[config.mk]
export PLATFORM = sky130hd
export DESIGN_NAME = seven_seg_rx
export DESIGN_NICKNAME = d
export VERILOG_FILES = /design/src/rtl/seven_seg_pkg.sv /design/src/rtl/seven_seg_glyph_dec.sv /design/src/rtl/seven_seg_rx.sv
export SDC_FILE = /design/constraint.sdc
export NUM_CORES = 1
export LEC_CHECK = 0
export ABC_AREA = 1
export CORE_MARGIN = 10
export CORE_UTILIZATION = 50
export DETAILED_ROUTE_END_ITERATION = 16
export PLACE_DENSITY = 0.82
export SETUP_SLACK_MARGIN = 0.15
export SLEW_MARGIN = 20
export SYNTH_ARGS = -nofsm -noshare
export SYNTH_HDL_FRONTEND = slang
export SYNTH_SLANG_ARGS = --single-unit
[constraint.sdc]
create_clock -name clk -period 1.6 [get_ports clk]
set_input_delay 0.4 -clock clk [delete_from_list [all_inputs] [get_ports clk]]
set_output_delay 0.4 -clock clk [all_outputs]
set_load 0.01 [all_outputs]
[src/rtl/seven_seg_pkg.sv]
// Shared definitions for the two-digit multiplexed seven-segment bus:
// hex glyph table, slot encoding and default driver timing.
package seven_seg_pkg;

  localparam int unsigned DEFAULT_FREQ    = 500;
  localparam int unsigned DEFAULT_TIMEOUT = 2 * (DEFAULT_FREQ + 1);

  // Segment order g,f,e,d,c,b,a (bit6..0), active-high.
  localparam logic [6:0] GLYPH_0 = 7'h3F;
  localparam logic [6:0] GLYPH_1 = 7'h06;
  localparam logic [6:0] GLYPH_2 = 7'h5B;
  localparam logic [6:0] GLYPH_3 = 7'h4F;
  localparam logic [6:0] GLYPH_4 = 7'h66;
  localparam logic [6:0] GLYPH_5 = 7'h6D;
  localparam logic [6:0] GLYPH_6 = 7'h7D;
  localparam logic [6:0] GLYPH_7 = 7'h07;
  localparam logic [6:0] GLYPH_8 = 7'h7F;
  localparam logic [6:0] GLYPH_9 = 7'h6F;
  localparam logic [6:0] GLYPH_A = 7'h77;
  localparam logic [6:0] GLYPH_B = 7'h7C;
  localparam logic [6:0] GLYPH_C = 7'h39;
  localparam logic [6:0] GLYPH_D = 7'h5E;
  localparam logic [6:0] GLYPH_E = 7'h79;
  localparam logic [6:0] GLYPH_F = 7'h71;

  localparam logic [15:0][6:0] GLYPH_TABLE = {
    GLYPH_F, GLYPH_E, GLYPH_D, GLYPH_C, GLYPH_B, GLYPH_A, GLYPH_9, GLYPH_8,
    GLYPH_7, GLYPH_6, GLYPH_5, GLYPH_4, GLYPH_3, GLYPH_2, GLYPH_1, GLYPH_0
  };

  typedef enum logic {
    SLOT_HI = 1'b0,
    SLOT_LO = 1'b1
  } slot_e;

endpackage

[src/rtl/seven_seg_glyph_dec.sv]
// Combinational glyph-to-nibble decoder; exact match against the hex table,
// unknown glyphs yield nibble 0 with ok low.
module seven_seg_glyph_dec
  import seven_seg_pkg::*;
(
  input  logic [6:0] segment,
  output logic [3:0] nibble,
  output logic       ok
);

  always_comb begin
    nibble = '0;
    ok     = 1'b0;
    for (int unsigned i = 0; i < 16; i++) begin
      if (segment == GLYPH_TABLE[i]) begin
        nibble = 4'(i);
        ok     = 1'b1;
      end
    end
  end

endmodule

[src/rtl/seven_seg_rx.sv]
// Receiver for the multiplexed two-digit seven-segment bus: rebuilds the
// 14-bit pattern, decodes both digits and flags loss of strobe cadence.
module seven_seg_rx
  import seven_seg_pkg::*;
#(
  parameter int unsigned FREQ    = DEFAULT_FREQ,
  parameter int unsigned CBITS   = 11,
  parameter int unsigned TIMEOUT = 2 * (FREQ + 1)
) (
  input  logic        clk,
  input  logic        rst,
  input  logic [6:0]  segment,
  input  logic        sig,
  output logic [13:0] both7seg,
  output logic [3:0]  hi_digit,
  output logic [3:0]  lo_digit,
  output logic        hi_ok,
  output logic        lo_ok,
  output logic        valid,
  output logic        lost
);

  localparam logic [CBITS-1:0] TIMEOUT_CNT = CBITS'(TIMEOUT);
  localparam logic [CBITS-1:0] CNT_ONE     = CBITS'(1);

  slot_e            slot;
  logic [CBITS-1:0] gap_cnt;
  logic [3:0]       dec_nibble;
  logic             dec_ok;

  // Only one digit arrives per strobe, so a single decoder serves both slots.
  seven_seg_glyph_dec u_glyph_dec (
    .segment (segment),
    .nibble  (dec_nibble),
    .ok      (dec_ok)
  );

  always_ff @(posedge clk) begin
    if (rst) begin
      slot     <= SLOT_HI;
      gap_cnt  <= '0;
      both7seg <= '0;
      hi_digit <= '0;
      lo_digit <= '0;
      hi_ok    <= 1'b0;
      lo_ok    <= 1'b0;
      valid    <= 1'b0;
      lost     <= 1'b0;
    end else begin
      valid <= 1'b0;
      if (sig) begin
        gap_cnt <= '0;
        if (slot == SLOT_HI) begin
          both7seg[13:7] <= segment;
          hi_digit       <= dec_nibble;
          hi_ok          <= dec_ok;
          slot           <= SLOT_LO;
        end else begin
          both7seg[6:0] <= segment;
          lo_digit      <= dec_nibble;
          lo_ok         <= dec_ok;
          valid         <= 1'b1;
          lost          <= 1'b0;
          slot          <= SLOT_HI;
        end
      end else if (gap_cnt != TIMEOUT_CNT) begin
        gap_cnt <= gap_cnt + CNT_ONE;
        // The count reaches TIMEOUT at this edge: declare loss and resync to HI.
        if (gap_cnt == TIMEOUT_CNT - CNT_ONE) begin
          lost <= 1'b1;
          slot <= SLOT_HI;
        end
      end
    end
  end

endmodule

==> out/summary.md <==
The flow ran to the end, and the final reports show no timing, DRC or antenna violations. The horizontal die dimension was 78.1 um; the number of standard cells after synthesis was 233. The startpoint identified for the worst register-to-register timing path is gap_cnt[0]. The depth of the most critical reg-to-reg path was 11; the aggregate global-route resource usage was 0.146.

Number of sinks driven by the clock tree: 38. The worst setup path is launched from a register. I/O pin count: 36. The largest incremental delay on the critical path is 0.38 ns. The initial antenna violation count came out at 0. The clock-pin transition on the worst setup and hold timing paths was 0.11 ns; the number of design rule violations left after detail routing was 0.

The final critical-path required period was 1.40 ns; the insertion delay to the later sink of the worst-skew pair was 0.35 ns. For the H-tree level count, the log shows 2. Maximum frequency from static timing analysis: 0.712 GHz.

The detailed router's first-iteration violation count came out at 60. The die extent in y is 78.1 um, and the number of standard-cell rows in the floorplan is 21. Number of warnings reported in the yosys synthesis log: 0. For the number of maximum-capacitance violations, the log shows 0. The setup path with the least slack is of type register to output port.

In this run the critical register-to-register path is captured at gap_cnt[10]. The non-filler instance count after layout is 358, and the power density over the cells is 730 nW/um^2. The critical path goes through dlygate4sd2_1. For the maximum clock path buffer count, the log shows 2. The count of final hold-check violations came out at 0. The antenna diode count came out at 0. The critical path data arrival time is 1.00 ns, and the post-synthesis to final-layout area growth is 47.5%. After detailed routing, the total wire length is 4740 um.

The worst-margin pin slew was 0.285 ns. STA classifies the critical path endpoint as an output port. Among all stages on the critical path, the largest delay is contributed by dfxtp_1. The count of buffer and inverter cells on the critical path works out to 1. The placer's final routability congestion estimate is 0.905, and the worst voltage drop across the vdd grid is 0.485 mV. The effective utilization at floorplan is 0.509. Power comes to 1.82 mW. Largest clock skew in the final design: 0.00553 ns. The HPWL after detailed placement is 3410 um.

Cell family with the largest share of critical-path delay: flip-flops. The sink of the worst hold path is both7seg[11]. The run gives 1690 um^2 as the cell area after synthesis. The share of final-layout standard cells stronger than drive strength 1 works out to 0.263. Setup repair after global routing could not meet its margin everywhere. Entering global routing, the biggest net connects 18 pins. The number of cells on the worst hold path came out at 4.

The largest driver fanout on the critical path works out to 2. Leaving out fill and tap cells, the most frequent cell in the layout is nand2_1. The number of nets in the synthesized netlist is 246. The logs give 1.20 nW for the reported leakage power and 1.20 ns for the data required time of the worst path.

In this run the register-to-register setup slack is 0.20 ns. The run gives 5 as the number of buffers created by CTS. The relative slew slack came out at 0.808. The post-synthesis area per instance came out at 7.24 um^2. The pre-antenna-repair detailed-routing pass consisted of 4 iterations. TritonCTS built the clock tree.

Dividing the detail-routed wire length by the instance count gives 13.2 um. The wire length of the first global-routing pass was 7410 um. Share of synthesized area occupied by flip-flops and latches: 0.451.

Number of vias in the routed layout: 1775. Worst hold-check path type: input pin to register. The number of placed instances, taps included, is 344.

The startpoint of the lowest-slack hold path was segment[4]. The die covers 6100 um^2. Count of antenna-violating nets left after detailed routing: 0. Total core area: 3310 um^2.

For the distinct cell type count after synthesis, the log shows 25. Count of nets after finishing: 324. The number of global-route vias before repair is 1703, and the count of state elements after synthesis is 38. The library cells used most frequently in the layout, excluding fill and tap cells, are nand2_1 (47), buf_4 (38), dfxtp_1 (34).

The period utilization is 0.877, and the count of buffers from port buffering is 35. The run gives 0 as the number of max-slew violations in the final report. The mean number of vias per cell came out at 4.96. For the leftover overflow at the end of global routing, the log shows 0.

The library cell used as clock root buffer was clkbuf_4. The run gives 0 as the final setup violation count.
where the power goes:
part / internal, mW / switching [mW] / total, mW
combinational: 0.136 / 0.150 / 0.286
clock: 0.213 / 0.314 / 0.527
sequential: 0.982 / 0.0212 / 1.00
total: 1.33 / 0.485 / 1.82
what timing repair did:
item / 4_1_cts / 5_1_grt
pin swaps: 2 / 7
hold buffers: 0 / 0
endpoints found under the setup margin: 36 / 10
buffers inserted: 3 / 3
resized for setup: 41 / 30
stage by stage:
stage	hold WS, ns	TNS [ns]	setup WS (ns)	util	area [um^2]
floorplan	0.443	0	0.213	-	1690
global placement	0.440	-3.63	-0.452	0.709	2350
detailed placement	0.449	-3.81	-0.435	0.709	2350
CTS	0.468	0	0.158	0.726	2400
global route	0.461	0	0.0990	0.751	2490
finish	0.449	0	0.196	0.751	2490
cells by family after synthesis:
family          share of synthesized area
compound gates                      0.165
xor+xnor                          0.00519
fa+ha+maj                          0.0223
buf+inv                            0.0720
flops                               0.451
simple gates                        0.285
worst max-delay path by stage:
stage	startpoint	endpoint	cells past startpoint
2_1_floorplan	gap_cnt[0]	gap_cnt[10]	11
3_3_place_gp	segment[2]	lo_digit[1]	9
3_5_place_dp	segment[3]	lo_digit[1]	10
4_1_cts	gap_cnt[0]	gap_cnt[10]	11
5_1_grt	gap_cnt[1]	gap_cnt[9]	8
6_report	lo_ok	lo_ok	1
state kept, by name (all words and copies together), names as in the netlist:
name and count:
lo_digit 4, valid 1, slot 1, hi_digit 4, both7seg 14, lost 1, lo_ok 1, hi_ok 1
gap_cnt 11
area by class of cell:
| class | instances | area, um^2 |
|---|---|---|
| multi-input combinational | 163 | 886 |
| tap | 46 | 57.6 |
| sequential | 38 | 771 |
| inverter | 28 | 105 |
| clock buffer | 7 | 55.1 |
| timing repair buffer | 75 | 608 |
| clock inverter | 1 | 5.00 |
| fill | 273 | 823 |
synth_stat cells:
| master | number | area (um^2) |
|---|---|---|
| o21ai_1 | 2 | 10.0 |
| o21ai_0 | 23 | 115 |
| buf_2 | 1 | 5.00 |
| nor4_2 | 1 | 12.5 |
| nor2_2 | 2 | 12.5 |
| inv_1 | 26 | 97.6 |
| o31ai_1 | 1 | 7.51 |
| a21oi_1 | 19 | 95.1 |
| xnor2_1 | 1 | 8.76 |
| o211a_1 | 1 | 10.0 |
| nor3b_2 | 1 | 12.5 |
| o21a_1 | 2 | 15.0 |
| nand2_2 | 4 | 25.0 |
| nand2_1 | 51 | 191 |
| dfxtp_1 | 38 | 761 |
| nand4_1 | 5 | 31.3 |
| nor3_1 | 5 | 25.0 |
| nor2_4 | 2 | 22.5 |
| clkbuf_1 | 3 | 11.3 |
| nor2_1 | 30 | 113 |
| nand3_1 | 7 | 35.0 |
| o21bai_1 | 1 | 7.51 |
| a22o_1 | 2 | 17.5 |
| ha_1 | 3 | 37.5 |
| inv_2 | 2 | 7.51 |
layer usage:
layer / vias to the layer above / routed length (um) / track usage
li1: 913 / - / -
met1: 813 / 1960 / 0.165
met2: 40 / 2460 / 0.255
met3: 9 / 259 / 0.0421
met4: 0 / 57 / 0.0538
met5: - / 0 / 0
(Power assumes the default switching activity.)
